===== src/rtl/pipe_pkg.sv =====
// ---------------------------------------------------------------------------
// pipe_pkg
//   Shared definitions for the pipeline hazard controller: forward-select
//   constants, the shadow-slot record kept for every in-flight instruction,
//   the default register index width and a register-match helper.
// ---------------------------------------------------------------------------
package pipe_pkg;

  // Default register index width (RV32: 32 architectural registers).
  localparam int REG_ADDR_W_DEF = 5;

  // Forward select value meaning "use the ID/EX register-file operand".
  localparam int FWD_RF = 0;

  // Shadow record of one in-flight instruction.
  typedef struct packed {
    logic                      valid;
    logic [REG_ADDR_W_DEF-1:0] rd;
    logic [REG_ADDR_W_DEF-1:0] rs1;
    logic [REG_ADDR_W_DEF-1:0] rs2;
    logic                      regwrite;
    logic                      memread;
  } slot_t;

  // An empty slot, used for bubbles and reset.
  localparam slot_t SLOT_EMPTY = slot_t'({($bits(slot_t)){1'b0}});

  // True when a non-x0 destination equals the given source register.
  // x0 is hard-wired to zero, so it can never be a real dependency.
  function automatic logic reg_match(input logic [REG_ADDR_W_DEF-1:0] rd,
                                     input logic [REG_ADDR_W_DEF-1:0] rs);
    return (rd != {REG_ADDR_W_DEF{1'b0}}) && (rd == rs);
  endfunction

endpackage


===== src/rtl/pipeline_hazard_ctrl_if.sv =====
// ---------------------------------------------------------------------------
// pipeline_hazard_ctrl_if
//   Bundles the ID-stage instruction fields, the EX branch outcome and the
//   hazard controls returned to the pipeline.
//   master : pipeline side (drives ID fields / branch, receives controls)
//   slave  : hazard controller side
//   Signals:
//     id_valid, id_rs1, id_rs2, id_rs1_used, id_rs2_used, id_rd,
//     id_regwrite, id_memread, ex_branch_taken   (pipeline -> controller)
//     pc_write, ifid_write, idex_bubble, flush_ifid, fwd_a, fwd_b,
//     stall_cnt, flush_cnt                       (controller -> pipeline)
// ---------------------------------------------------------------------------
interface pipeline_hazard_ctrl_if #(
  parameter int REG_ADDR_W = pipe_pkg::REG_ADDR_W_DEF,
  parameter int SEL_W      = 2,
  parameter int CNT_W      = 32
);
  logic                  id_valid;
  logic [REG_ADDR_W-1:0] id_rs1;
  logic [REG_ADDR_W-1:0] id_rs2;
  logic                  id_rs1_used;
  logic                  id_rs2_used;
  logic [REG_ADDR_W-1:0] id_rd;
  logic                  id_regwrite;
  logic                  id_memread;
  logic                  ex_branch_taken;

  logic                  pc_write;
  logic                  ifid_write;
  logic                  idex_bubble;
  logic                  flush_ifid;
  logic [SEL_W-1:0]      fwd_a;
  logic [SEL_W-1:0]      fwd_b;
  logic [CNT_W-1:0]      stall_cnt;
  logic [CNT_W-1:0]      flush_cnt;

  modport master (
    output id_valid, id_rs1, id_rs2, id_rs1_used, id_rs2_used, id_rd,
           id_regwrite, id_memread, ex_branch_taken,
    input  pc_write, ifid_write, idex_bubble, flush_ifid, fwd_a, fwd_b,
           stall_cnt, flush_cnt
  );

  modport slave (
    input  id_valid, id_rs1, id_rs2, id_rs1_used, id_rs2_used, id_rd,
           id_regwrite, id_memread, ex_branch_taken,
    output pc_write, ifid_write, idex_bubble, flush_ifid, fwd_a, fwd_b,
           stall_cnt, flush_cnt
  );
endinterface


===== src/rtl/fwd_select.sv =====
// ---------------------------------------------------------------------------
// fwd_select
//   Priority encoder choosing the forwarding source for one EX operand.
//   Ports:
//     src   in  EX source register (taken from slot 0)
//     slots in  shadow slots 0..FWD_DEPTH (0 = EX)
//     sel   out 0 = register-file value, k = forward from slot k
//   The youngest producer (smallest k) wins; nothing is forwarded when
//   slot 0 is a bubble.
// ---------------------------------------------------------------------------
module fwd_select
  import pipe_pkg::*;
#(
  parameter  int FWD_DEPTH = 2,
  localparam int SEL_W     = $clog2(FWD_DEPTH + 1)
) (
  input  logic [REG_ADDR_W_DEF-1:0] src,
  input  slot_t                     slots [0:FWD_DEPTH],
  output logic [SEL_W-1:0]          sel
);

  logic [FWD_DEPTH:1] hit_s;
  logic               unused_slot_bits_s;

  // Per-stage producer match against the EX source register.
  always_comb begin
    hit_s = {FWD_DEPTH{1'b0}};
    for (int k = 1; k <= FWD_DEPTH; k++) begin
      hit_s[k] = slots[0].valid & slots[k].valid & slots[k].regwrite &
                 reg_match(slots[k].rd, src);
    end
  end

  // Priority encode: scan oldest to youngest so the youngest hit is kept.
  always_comb begin
    sel = SEL_W'(FWD_RF);
    for (int k = FWD_DEPTH; k >= 1; k--) begin
      sel = hit_s[k] ? SEL_W'(k) : sel;
    end
  end

  // The full slot record is passed in; fields not needed here are folded away.
  always_comb begin
    unused_slot_bits_s = 1'b0;
    for (int k = 0; k <= FWD_DEPTH; k++) begin
      unused_slot_bits_s = unused_slot_bits_s ^ (^slots[k]);
    end
  end

endmodule


===== src/rtl/pipeline_hazard_ctrl.sv =====
// ---------------------------------------------------------------------------
// pipeline_hazard_ctrl
//   Central hazard controller for the in-order pipeline. Tracks a shadow
//   record of each in-flight instruction from EX (slot 0) to the last
//   forwarding stage (slot FWD_DEPTH) and derives operand forwarding,
//   multi-cycle load-use stalls, taken-branch flushes and saturating
//   stall/flush counters.
//   Ports:
//     clk    in  rising-edge clock
//     reset  in  asynchronous, active-high reset
//     hz     slave side of pipeline_hazard_ctrl_if (ID fields, branch
//            outcome in; pc_write/ifid_write/idex_bubble/flush_ifid,
//            fwd_a/fwd_b and counters out)
//   All controls are combinational from the slots and ID inputs; only the
//   counters are registered.
// ---------------------------------------------------------------------------
module pipeline_hazard_ctrl
  import pipe_pkg::*;
#(
  parameter  int REG_ADDR_W = REG_ADDR_W_DEF,
  parameter  int FWD_DEPTH  = 2,
  parameter  int LOAD_LAT   = 1,
  parameter  int CNT_W      = 32,
  localparam int SEL_W      = $clog2(FWD_DEPTH + 1)
) (
  input  logic                   clk,
  input  logic                   reset,
  pipeline_hazard_ctrl_if.slave  hz
);

  slot_t                 slots_r [0:FWD_DEPTH];
  slot_t                 id_slot_s;
  logic [REG_ADDR_W-1:0] id_rs1_s;
  logic [REG_ADDR_W-1:0] id_rs2_s;
  logic                  load_hit_s;
  logic                  flush_s;
  logic                  stall_s;
  logic                  enter_s;
  logic [SEL_W-1:0]      fwd_a_s;
  logic [SEL_W-1:0]      fwd_b_s;
  logic [CNT_W-1:0]      stall_cnt_r;
  logic [CNT_W-1:0]      flush_cnt_r;

  // Increment that sticks at all-ones instead of wrapping.
  function automatic logic [CNT_W-1:0] sat_inc(input logic [CNT_W-1:0] cnt);
    return (&cnt) ? cnt : cnt + {{(CNT_W-1){1'b0}}, 1'b1};
  endfunction

  assign id_rs1_s = hz.id_rs1;
  assign id_rs2_s = hz.id_rs2;

  // Shadow record of the instruction currently in ID.
  always_comb begin
    id_slot_s          = SLOT_EMPTY;
    id_slot_s.valid    = hz.id_valid;
    id_slot_s.rd       = hz.id_rd;
    id_slot_s.rs1      = id_rs1_s;
    id_slot_s.rs2      = id_rs2_s;
    id_slot_s.regwrite = hz.id_regwrite;
    id_slot_s.memread  = hz.id_memread;
  end

  // Load-use detection: a load in slots 0..LOAD_LAT-1 cannot forward yet.
  // reg_match excludes x0, so a load to x0 never stalls.
  always_comb begin
    load_hit_s = 1'b0;
    for (int j = 0; j < LOAD_LAT; j++) begin
      load_hit_s = load_hit_s |
                   (slots_r[j].valid & slots_r[j].memread &
                    ((hz.id_rs1_used & reg_match(slots_r[j].rd, id_rs1_s)) |
                     (hz.id_rs2_used & reg_match(slots_r[j].rd, id_rs2_s))));
    end
  end

  // A taken branch kills the ID instruction, so it overrides any stall.
  assign flush_s = hz.ex_branch_taken;
  assign stall_s = load_hit_s & ~flush_s;
  assign enter_s = hz.id_valid & ~load_hit_s & ~flush_s;

  assign hz.pc_write    = ~stall_s;
  assign hz.ifid_write  = ~stall_s;
  assign hz.idex_bubble = stall_s | flush_s;
  assign hz.flush_ifid  = flush_s;
  assign hz.fwd_a       = fwd_a_s;
  assign hz.fwd_b       = fwd_b_s;
  assign hz.stall_cnt   = stall_cnt_r;
  assign hz.flush_cnt   = flush_cnt_r;

  // Shadow shift register: ID (or a bubble) into slot 0, older slots age by one.
  always_ff @(posedge clk or posedge reset) begin
    if (reset) begin
      for (int k = 0; k <= FWD_DEPTH; k++) begin
        slots_r[k] <= SLOT_EMPTY;
      end
    end else begin
      slots_r[0] <= enter_s ? id_slot_s : SLOT_EMPTY;
      for (int k = 1; k <= FWD_DEPTH; k++) begin
        slots_r[k] <= slots_r[k-1];
      end
    end
  end

  // Saturating event counters for stalled and flushed cycles.
  always_ff @(posedge clk or posedge reset) begin
    if (reset) begin
      stall_cnt_r <= {CNT_W{1'b0}};
      flush_cnt_r <= {CNT_W{1'b0}};
    end else begin
      if (stall_s) begin
        stall_cnt_r <= sat_inc(stall_cnt_r);
      end
      if (flush_s) begin
        flush_cnt_r <= sat_inc(flush_cnt_r);
      end
    end
  end

  fwd_select #(.FWD_DEPTH(FWD_DEPTH)) u_fwd_a (
    .src   (slots_r[0].rs1),
    .slots (slots_r),
    .sel   (fwd_a_s)
  );

  fwd_select #(.FWD_DEPTH(FWD_DEPTH)) u_fwd_b (
    .src   (slots_r[0].rs2),
    .slots (slots_r),
    .sel   (fwd_b_s)
  );

endmodule


===== src/flat_wrapper.sv =====
// flat-port wrapper written by rule: the top's interface ports become plain ports
module pipeline_hazard_ctrl_flat import pipe_pkg::*;
#(
  parameter  int REG_ADDR_W = REG_ADDR_W_DEF,
  parameter  int FWD_DEPTH  = 2,
  parameter  int LOAD_LAT   = 1,
  parameter  int CNT_W      = 32,
  localparam int SEL_W      = $clog2(FWD_DEPTH + 1)
)
  (clk, reset, hz_id_valid, hz_id_rs1, hz_id_rs2, hz_id_rs1_used, hz_id_rs2_used, hz_id_rd, hz_id_regwrite, hz_id_memread, hz_ex_branch_taken, hz_pc_write, hz_ifid_write, hz_idex_bubble, hz_flush_ifid, hz_fwd_a, hz_fwd_b, hz_stall_cnt, hz_flush_cnt);
  pipeline_hazard_ctrl_if #(.REG_ADDR_W(REG_ADDR_W), .SEL_W(2), .CNT_W(CNT_W)) hz_i ();
  input  logic clk;
  input  logic reset;
  input wire logic [$bits(hz_i.id_valid)-1:0] hz_id_valid;
  input wire logic [$bits(hz_i.id_rs1)-1:0] hz_id_rs1;
  input wire logic [$bits(hz_i.id_rs2)-1:0] hz_id_rs2;
  input wire logic [$bits(hz_i.id_rs1_used)-1:0] hz_id_rs1_used;
  input wire logic [$bits(hz_i.id_rs2_used)-1:0] hz_id_rs2_used;
  input wire logic [$bits(hz_i.id_rd)-1:0] hz_id_rd;
  input wire logic [$bits(hz_i.id_regwrite)-1:0] hz_id_regwrite;
  input wire logic [$bits(hz_i.id_memread)-1:0] hz_id_memread;
  input wire logic [$bits(hz_i.ex_branch_taken)-1:0] hz_ex_branch_taken;
  output wire logic [$bits(hz_i.pc_write)-1:0] hz_pc_write;
  output wire logic [$bits(hz_i.ifid_write)-1:0] hz_ifid_write;
  output wire logic [$bits(hz_i.idex_bubble)-1:0] hz_idex_bubble;
  output wire logic [$bits(hz_i.flush_ifid)-1:0] hz_flush_ifid;
  output wire logic [$bits(hz_i.fwd_a)-1:0] hz_fwd_a;
  output wire logic [$bits(hz_i.fwd_b)-1:0] hz_fwd_b;
  output wire logic [$bits(hz_i.stall_cnt)-1:0] hz_stall_cnt;
  output wire logic [$bits(hz_i.flush_cnt)-1:0] hz_flush_cnt;
  assign hz_i.id_valid = hz_id_valid;
  assign hz_i.id_rs1 = hz_id_rs1;
  assign hz_i.id_rs2 = hz_id_rs2;
  assign hz_i.id_rs1_used = hz_id_rs1_used;
  assign hz_i.id_rs2_used = hz_id_rs2_used;
  assign hz_i.id_rd = hz_id_rd;
  assign hz_i.id_regwrite = hz_id_regwrite;
  assign hz_i.id_memread = hz_id_memread;
  assign hz_i.ex_branch_taken = hz_ex_branch_taken;
  assign hz_pc_write = hz_i.pc_write;
  assign hz_ifid_write = hz_i.ifid_write;
  assign hz_idex_bubble = hz_i.idex_bubble;
  assign hz_flush_ifid = hz_i.flush_ifid;
  assign hz_fwd_a = hz_i.fwd_a;
  assign hz_fwd_b = hz_i.fwd_b;
  assign hz_stall_cnt = hz_i.stall_cnt;
  assign hz_flush_cnt = hz_i.flush_cnt;
  pipeline_hazard_ctrl #(.REG_ADDR_W(REG_ADDR_W), .FWD_DEPTH(FWD_DEPTH), .LOAD_LAT(LOAD_LAT), .CNT_W(CNT_W)) u_core (.clk(clk), .reset(reset), .hz(hz_i));
endmodule

===== config.mk =====
export PLATFORM = sky130hd
export DESIGN_NAME = pipeline_hazard_ctrl_flat
export DESIGN_NICKNAME = d
export VERILOG_FILES = /design/src/rtl/pipe_pkg.sv /design/src/rtl/pipeline_hazard_ctrl_if.sv /design/src/rtl/fwd_select.sv /design/src/rtl/pipeline_hazard_ctrl.sv /design/src/flat_wrapper.sv
export SDC_FILE = /design/constraint.sdc
export NUM_CORES = 1
export LEC_CHECK = 0
export BUFFER_PORTS_ARGS = -buffer_cell sky130_fd_sc_hd__buf_2
export CORE_UTILIZATION = 49
export DETAILED_ROUTE_END_ITERATION = 10
export PLACE_DENSITY_LB_ADDON = 0.3
export SETUP_SLACK_MARGIN = 0.1
export SLEW_MARGIN = 10
export SYNTH_ARGS = -nofsm -noshare
export SYNTH_HDL_FRONTEND = slang
export SYNTH_SLANG_ARGS = --single-unit
export TNS_END_PERCENT = 30

===== constraint.sdc =====
create_clock -name clk -period 3.65 [get_ports clk]
set_clock_uncertainty 0.15 [all_clocks]
set_input_delay 1.095 -clock clk [delete_from_list [all_inputs] [get_ports clk]]
set_output_delay 1.095 -clock clk [all_outputs]
set_load 0.02 [all_outputs]

=== Word level (Yosys, flattened, before mapping) ===
Index checks and enable logic that the tools add are counted.

* Register bits after elaboration: 96

* Add/subtract/negate cells: 2
* Equality and inequality tests: 6
* Muxes and demuxes: 5
* Bitwise logic cells: 22
* Reductions and logical operators: 13

{| class="wikitable"
|+ Operators by type and width
! kind !! number
|-
| adder 32 x 1 -> 32 bit (second input constant) || 2
|-
| AND reduction 32 bit || 2
|-
| == test 5 bit || 6
|-
| two-way mux 18 bit || 1
|-
| bitwise AND 1 bit || 15
|-
| nonzero test 5 bit || 3
|-
| two-way mux 2 bit || 4
|-
| logical AND 1 bit || 6
|-
| inverter 1 bit || 5
|-
| AND reduction 2 bit || 2
|-
| bitwise OR 1 bit || 2
|}

=== Longest topological paths before layout ===
* Depth in word-level cells: 9
* Gate-level depth with buffers: 8

=== Hierarchy ===
From an unflattened synthesis, not the netlist that was laid out.

* Cell total of the unflattened synthesis: 416
* Area, all modules: 5114.9 µm²

{| class="wikitable"
|+ By module, submodules not included
! module !! times used !! cells each !! area each (µm²)
|-
| pipeline_hazard_ctrl || 1 || 374 || 4787.1
|-
| fwd_select || 2 || 21 || 163.9
|}

=== Least setup slack after synthesis ===
OpenSTA, ideal clock, no wires.

* Kind: in2out
* Start point: in hz_id_rs1[2]
* End point: out hz_idex_bubble
* Data arrival time: 2.148 ns
* Data required time: 2.405 ns
* Slack: 0.257 ns
* Cell stages on the path: 6
* Buffers on the path: 1
* Cell sequence: xnor2_1 nand4_1 o22ai_1 a21oi_1 clkbuf_1 inv_1

* Cells in the longest elaborated chain, start to end: 7

{| class="wikitable"
|+ RTL lines
! item !! RTL line !! RTL
|-
| start: declaration || flat_wrapper.sv:15 || <nowiki>input wire logic [$bits(hz_i.id_rs1)-1:0] hz_id_rs1;</nowiki>
|-
| == test 5 bit || pipe_pkg.sv:32 || <nowiki>return (rd != {REG_ADDR_W_DEF{1'b0}}) && (rd == rs);</nowiki>
|-
| logical AND 1 bit || pipe_pkg.sv:32 ||
|-
| bitwise AND 1 bit || pipeline_hazard_ctrl.sv:70 || <nowiki>((hz.id_rs1_used & reg_match(slots_r[j].rd, id_rs1_s)) |</nowiki>
|-
| bitwise OR 1 bit || pipeline_hazard_ctrl.sv:70 ||
|-
| bitwise AND 1 bit || pipeline_hazard_ctrl.sv:69 || <nowiki>(slots_r[j].valid & slots_r[j].memread &</nowiki>
|-
| bitwise AND 1 bit || pipeline_hazard_ctrl.sv:77 || <nowiki>assign stall_s = load_hit_s & ~flush_s;</nowiki>
|-
| bitwise OR 1 bit || pipeline_hazard_ctrl.sv:82 || <nowiki>assign hz.idex_bubble = stall_s | flush_s;</nowiki>
|-
| end: declaration || flat_wrapper.sv:25 || <nowiki>output wire logic [$bits(hz_i.idex_bubble)-1:0] hz_idex_bubble;</nowiki>
|}

Every way passes these cells.

=== Worst setup path after layout ===
* Start point: in hz_id_rs1[1]
* End point: out hz_pc_write

* Cells in the longest elaborated chain, start to end: 7

{| class="wikitable"
|+ RTL lines
! item !! RTL line !! RTL
|-
| == test 5 bit || pipe_pkg.sv:32 ||
|-
| logical AND 1 bit || pipe_pkg.sv:32 ||
|-
| bitwise AND 1 bit || pipeline_hazard_ctrl.sv:70 ||
|-
| bitwise OR 1 bit || pipeline_hazard_ctrl.sv:70 ||
|-
| bitwise AND 1 bit || pipeline_hazard_ctrl.sv:69 ||
|-
| bitwise AND 1 bit || pipeline_hazard_ctrl.sv:77 ||
|-
| inverter 1 bit || pipeline_hazard_ctrl.sv:80 || <nowiki>assign hz.pc_write = ~stall_s;</nowiki>
|-
| end: declaration || flat_wrapper.sv:23 || <nowiki>output wire logic [$bits(hz_i.pc_write)-1:0] hz_pc_write;</nowiki>
|}

Every way passes these cells.

==> metrics.md <==
| Metric | Value |
|---|---|
| Synthesis-to-finish area growth | 18.6% |
| Power per cell area | slightly above 400 mW/mm^2 |
| Cell internal pwr | 1.48 mW |
| Initial cell density of the core | 0.502 |
| WL/cell | 14.8 um |
| FP Rows | 34 |
| Dpl ws | 222 ps |
| Power, Total | approximately 2.1 mW |
| Number of max-cap violations | 0 |
| PortBufs | 94 |
| CORE AREA | 0.00868 mm^2 |
| Final setup violating endpoints | 0 |
| Total CTS buffers | 9 |
| Post-route ant nets | 0 |
| CP bufs+invs | 2 |
| Reg2reg end | u_core.hz.stall_cnt[1] |
| Final wirelength | 9100 um |
| WP data arrival | 2180 ps |
| Run status | complete, no violations |
| CP max stage delay | about 300 ps |
| Mapped Cells | just under 400 |
| Setup crit end kind | output pin |
| Gr usage total | 0.202 |
| Via-to-Cell Ratio | approximately 5.3 |
| FF+latch count, synth | between 90 and 100 |
| Vias in the first global route | 3004 |
| Pleak | 2.70 nW |
| Nets | about 530 |
| Period utilisation layout | 0.937 |
| Net Sw Frac | 0.298 |
| Worst r2r src | u_core.hz.stall_cnt[15] |
| DP Wirelength | 6590 um |
| Hold Crit Start | u_core.slots_r[37] |
| Peak supply drop | 0.218 mV |
| EDFF count, synth | 0 |
| Final Non-Filler Cells | 614 |
| Via count | ~3300 |
| CP max FO | 5 |
| Kind of critical path | input port to output pin |
| Final Util | 0.595 |
| Worst slew pin tran | 706 ps |
| CTS max path bufs | 2 |
| Min-delay worst type | flop to flop |
| DRC | 0 |
| Multi-input gate area | approximately 0.0019 mm^2 |
| Largest net degree at the start of global routing | 97 |
| Global placement routability congestion | slightly below 0.9 |
| Rel. slew slack | 0.525 |
| Crit path max-delay family | buffers and inverters |
| Ys flop type | dfrtp_1 |
| Critical path, cell by cell | buf_2 > xnor2_1 > nand4_1 > o22ai_1 > nand2_1 > buf_2 |
| Slowest cell on the critical path | o22ai_1 |
| Hold buffer count at cts | 0 |
| First-pass GRT wire length | 14200 um |
| FILL cells | about 770 |
| Placed Cells | around 600 |
| Max Slew Vio Count | 0 |
| Initial antenna violation count | 0 |
| Startpoint Class | input port |
| 1st-pass router iterations | 6 |
| Async SR Flop Fraction | 1.00 |
| DRT iter0 DRCs | slightly above 100 |
| Switching power | between 600 and 700 uW |
| Num ports | 95 |
| Syn Nets | around 420 |
| Combinational Power Share | 0.129 |
| Reg area | 0.00240 mm^2 |
| Hold Path Depth | 0 |
| Setup TNS | 0 ps |
| Mapped cell area | roughly 0.0044 mm^2 |
| Clock-pin slew on the worst setup and hold paths | around 90 ps |
| Reg2reg setup slack | approximately 930 ps |
| Fmax | 0.292 GHz |
| Synthesis Warnings | 0 |
| Clock power share | 0.311 |
| Min setup slack post-route | 230 ps |
| Die Area | between 0.009 and 0.01 mm^2 |
| Diode count | 0 |
| Die Wd | 96.3 um |
| WHS Endpoint | u_core.slots_r[19] |
| CTS tree | done |
| Worst EP required | around 2400 ps |
| Sequential share of the synthesized area | 0.552 |
| Most common cell on crit path | buf_2 |
| Latest clock arrival within the worst-skew pair | roughly 350 ps |
| GR Overflow Total | 0 |
| Syn_area_per_cell | 10.9 um^2 |
| FF-to-FF path depth | 6 |
| Root buffer cell | clkbuf_8 |
| RSZ-0062 raised after global routing | false |
| Layout cells sized above 1 | 0.239 |
| Clk sinks | 96 |
| Fin. Hold Viols | 0 |
| Number of distinct library cells after synthesis | 32 |
| Period minus WS final | ~3400 ps |
| Sequential Power Share | 0.560 |
| H-tree levels | 3 |
| Die Y | about 96 um |
-- metal layers --
layer / track usage / share of wire / vias to the layer above
met3: 0.0434 / 0.047 / 10
li1: - / - / 1589
met4: 0.0572 / 0.010 / 0
met5: 0 / 0 / -
met2: 0.322 / 0.48 / 70
met1: 0.278 / 0.46 / 1592
-- through the flow --
stage | hold WS (ps) | instance area, um^2
finish | 214 | 5160
detailed placement | 186 | 4970
CTS | 217 | 5160
floorplan | 181 | 4360
global placement | 185 | 4970
global route | 231 | 5160
-- worst max-delay path by stage --
| stage | from | endpoint | slack, ps | depth (start not counted) |
|---|---|---|---|---|
| 6_report | hz_id_rs1[1] | hz_pc_write | 230 | 6 |
| 5_1_grt | hz_id_rs1[3] | hz_idex_bubble | 150 | 7 |
| 4_1_cts | u_core.slots_r[31] | hz_fwd_b[1] | 130 | 5 |
| 3_5_place_dp | hz_id_rs1[1] | hz_pc_write | 220 | 6 |
| 3_3_place_gp | hz_id_rs2[0] | hz_ifid_write | 270 | 6 |
| 2_1_floorplan | hz_id_rs1[2] | hz_idex_bubble | 260 | 6 |
-- placed cells by master (no fill, tap or decap), types with 2 or more instances in the layout --
cell	n
a21oi_1	5
and2_1	3
and3_1	26
and4_1	4
buf_2	94
buf_4	4
clkbuf_8	9
clkinvlp_4	3
dfrtp_1	96
ha_1	2
inv_1	13
inv_6	3
mux2_2	3
nand2_1	32
nand3_1	22
nand4_1	21
nor2_1	22
nor3_1	17
nor4_1	15
or3_1	4
or4_1	4
xnor2_1	42
xor2_1	46
-- power groups by stage --
stage / logic, mW / registers [mW] / clock network [mW]
after floorplan: 0.125 / 1.25 / 0
after global placement: 0.274 / 1.20 / 0
after detailed placement: 0.278 / 1.20 / 0
after CTS: 0.279 / 1.18 / 0.677
after global routing: 0.301 / 1.19 / 0.717
final: 0.273 / 1.18 / 0.657
-- flip-flops by register name, indices dropped and copies added, names as in the netlist --
| signal | count |
|---|---|
| u_core.slots_r | 32 |
| u_core.hz.flush_cnt | 32 |
| u_core.hz.stall_cnt | 32 |
-- area by class of cell --
type                       count  share of cell area
clock inverter                 7              0.0119
timing repair buffer          99               0.101
inverter                      14              0.0109
clock buffer                   9              0.0240
sequential                    96               0.465
multi-input combinational    281               0.361
tap                          108              0.0262
-- cells by family after synthesis --
family / Yosys count / share of synthesized area
fa+ha+maj: 2 / 0.00575
mux: 3 / 0.00776
compound gates: 14 / 0.0236
xor+xnor: 88 / 0.177
simple gates: 174 / 0.212
flops: 96 / 0.552
buf+inv: 21 / 0.0216
-- what timing repair did --
| item | CTS | global route |
|---|---|---|
| resized for setup | 0 | 1 |
| setup endpoints to repair | 0 | 2 |
| setup buffers | 0 | 0 |
-- synthesized netlist by cell type (3+ instances only) --
library cell,n,area share
a21oi_1,5,0.0057
and2_1,3,0.0043
and3_1,26,0.037
and4_1,4,0.0080
buf_4,4,0.0069
clkbuf_1,3,0.0026
dfrtp_1,96,0.55
inv_1,14,0.012
mux2_2,3,0.0078
nand2_1,32,0.028
nand3_1,22,0.025
nand4_1,21,0.030
nor2_1,22,0.019
nor3_1,17,0.020
nor4_1,15,0.022
or3_1,4,0.0057
or4_1,4,0.0069
xnor2_1,42,0.085
xor2_1,46,0.093
Power figures use the tool's default switching activity.
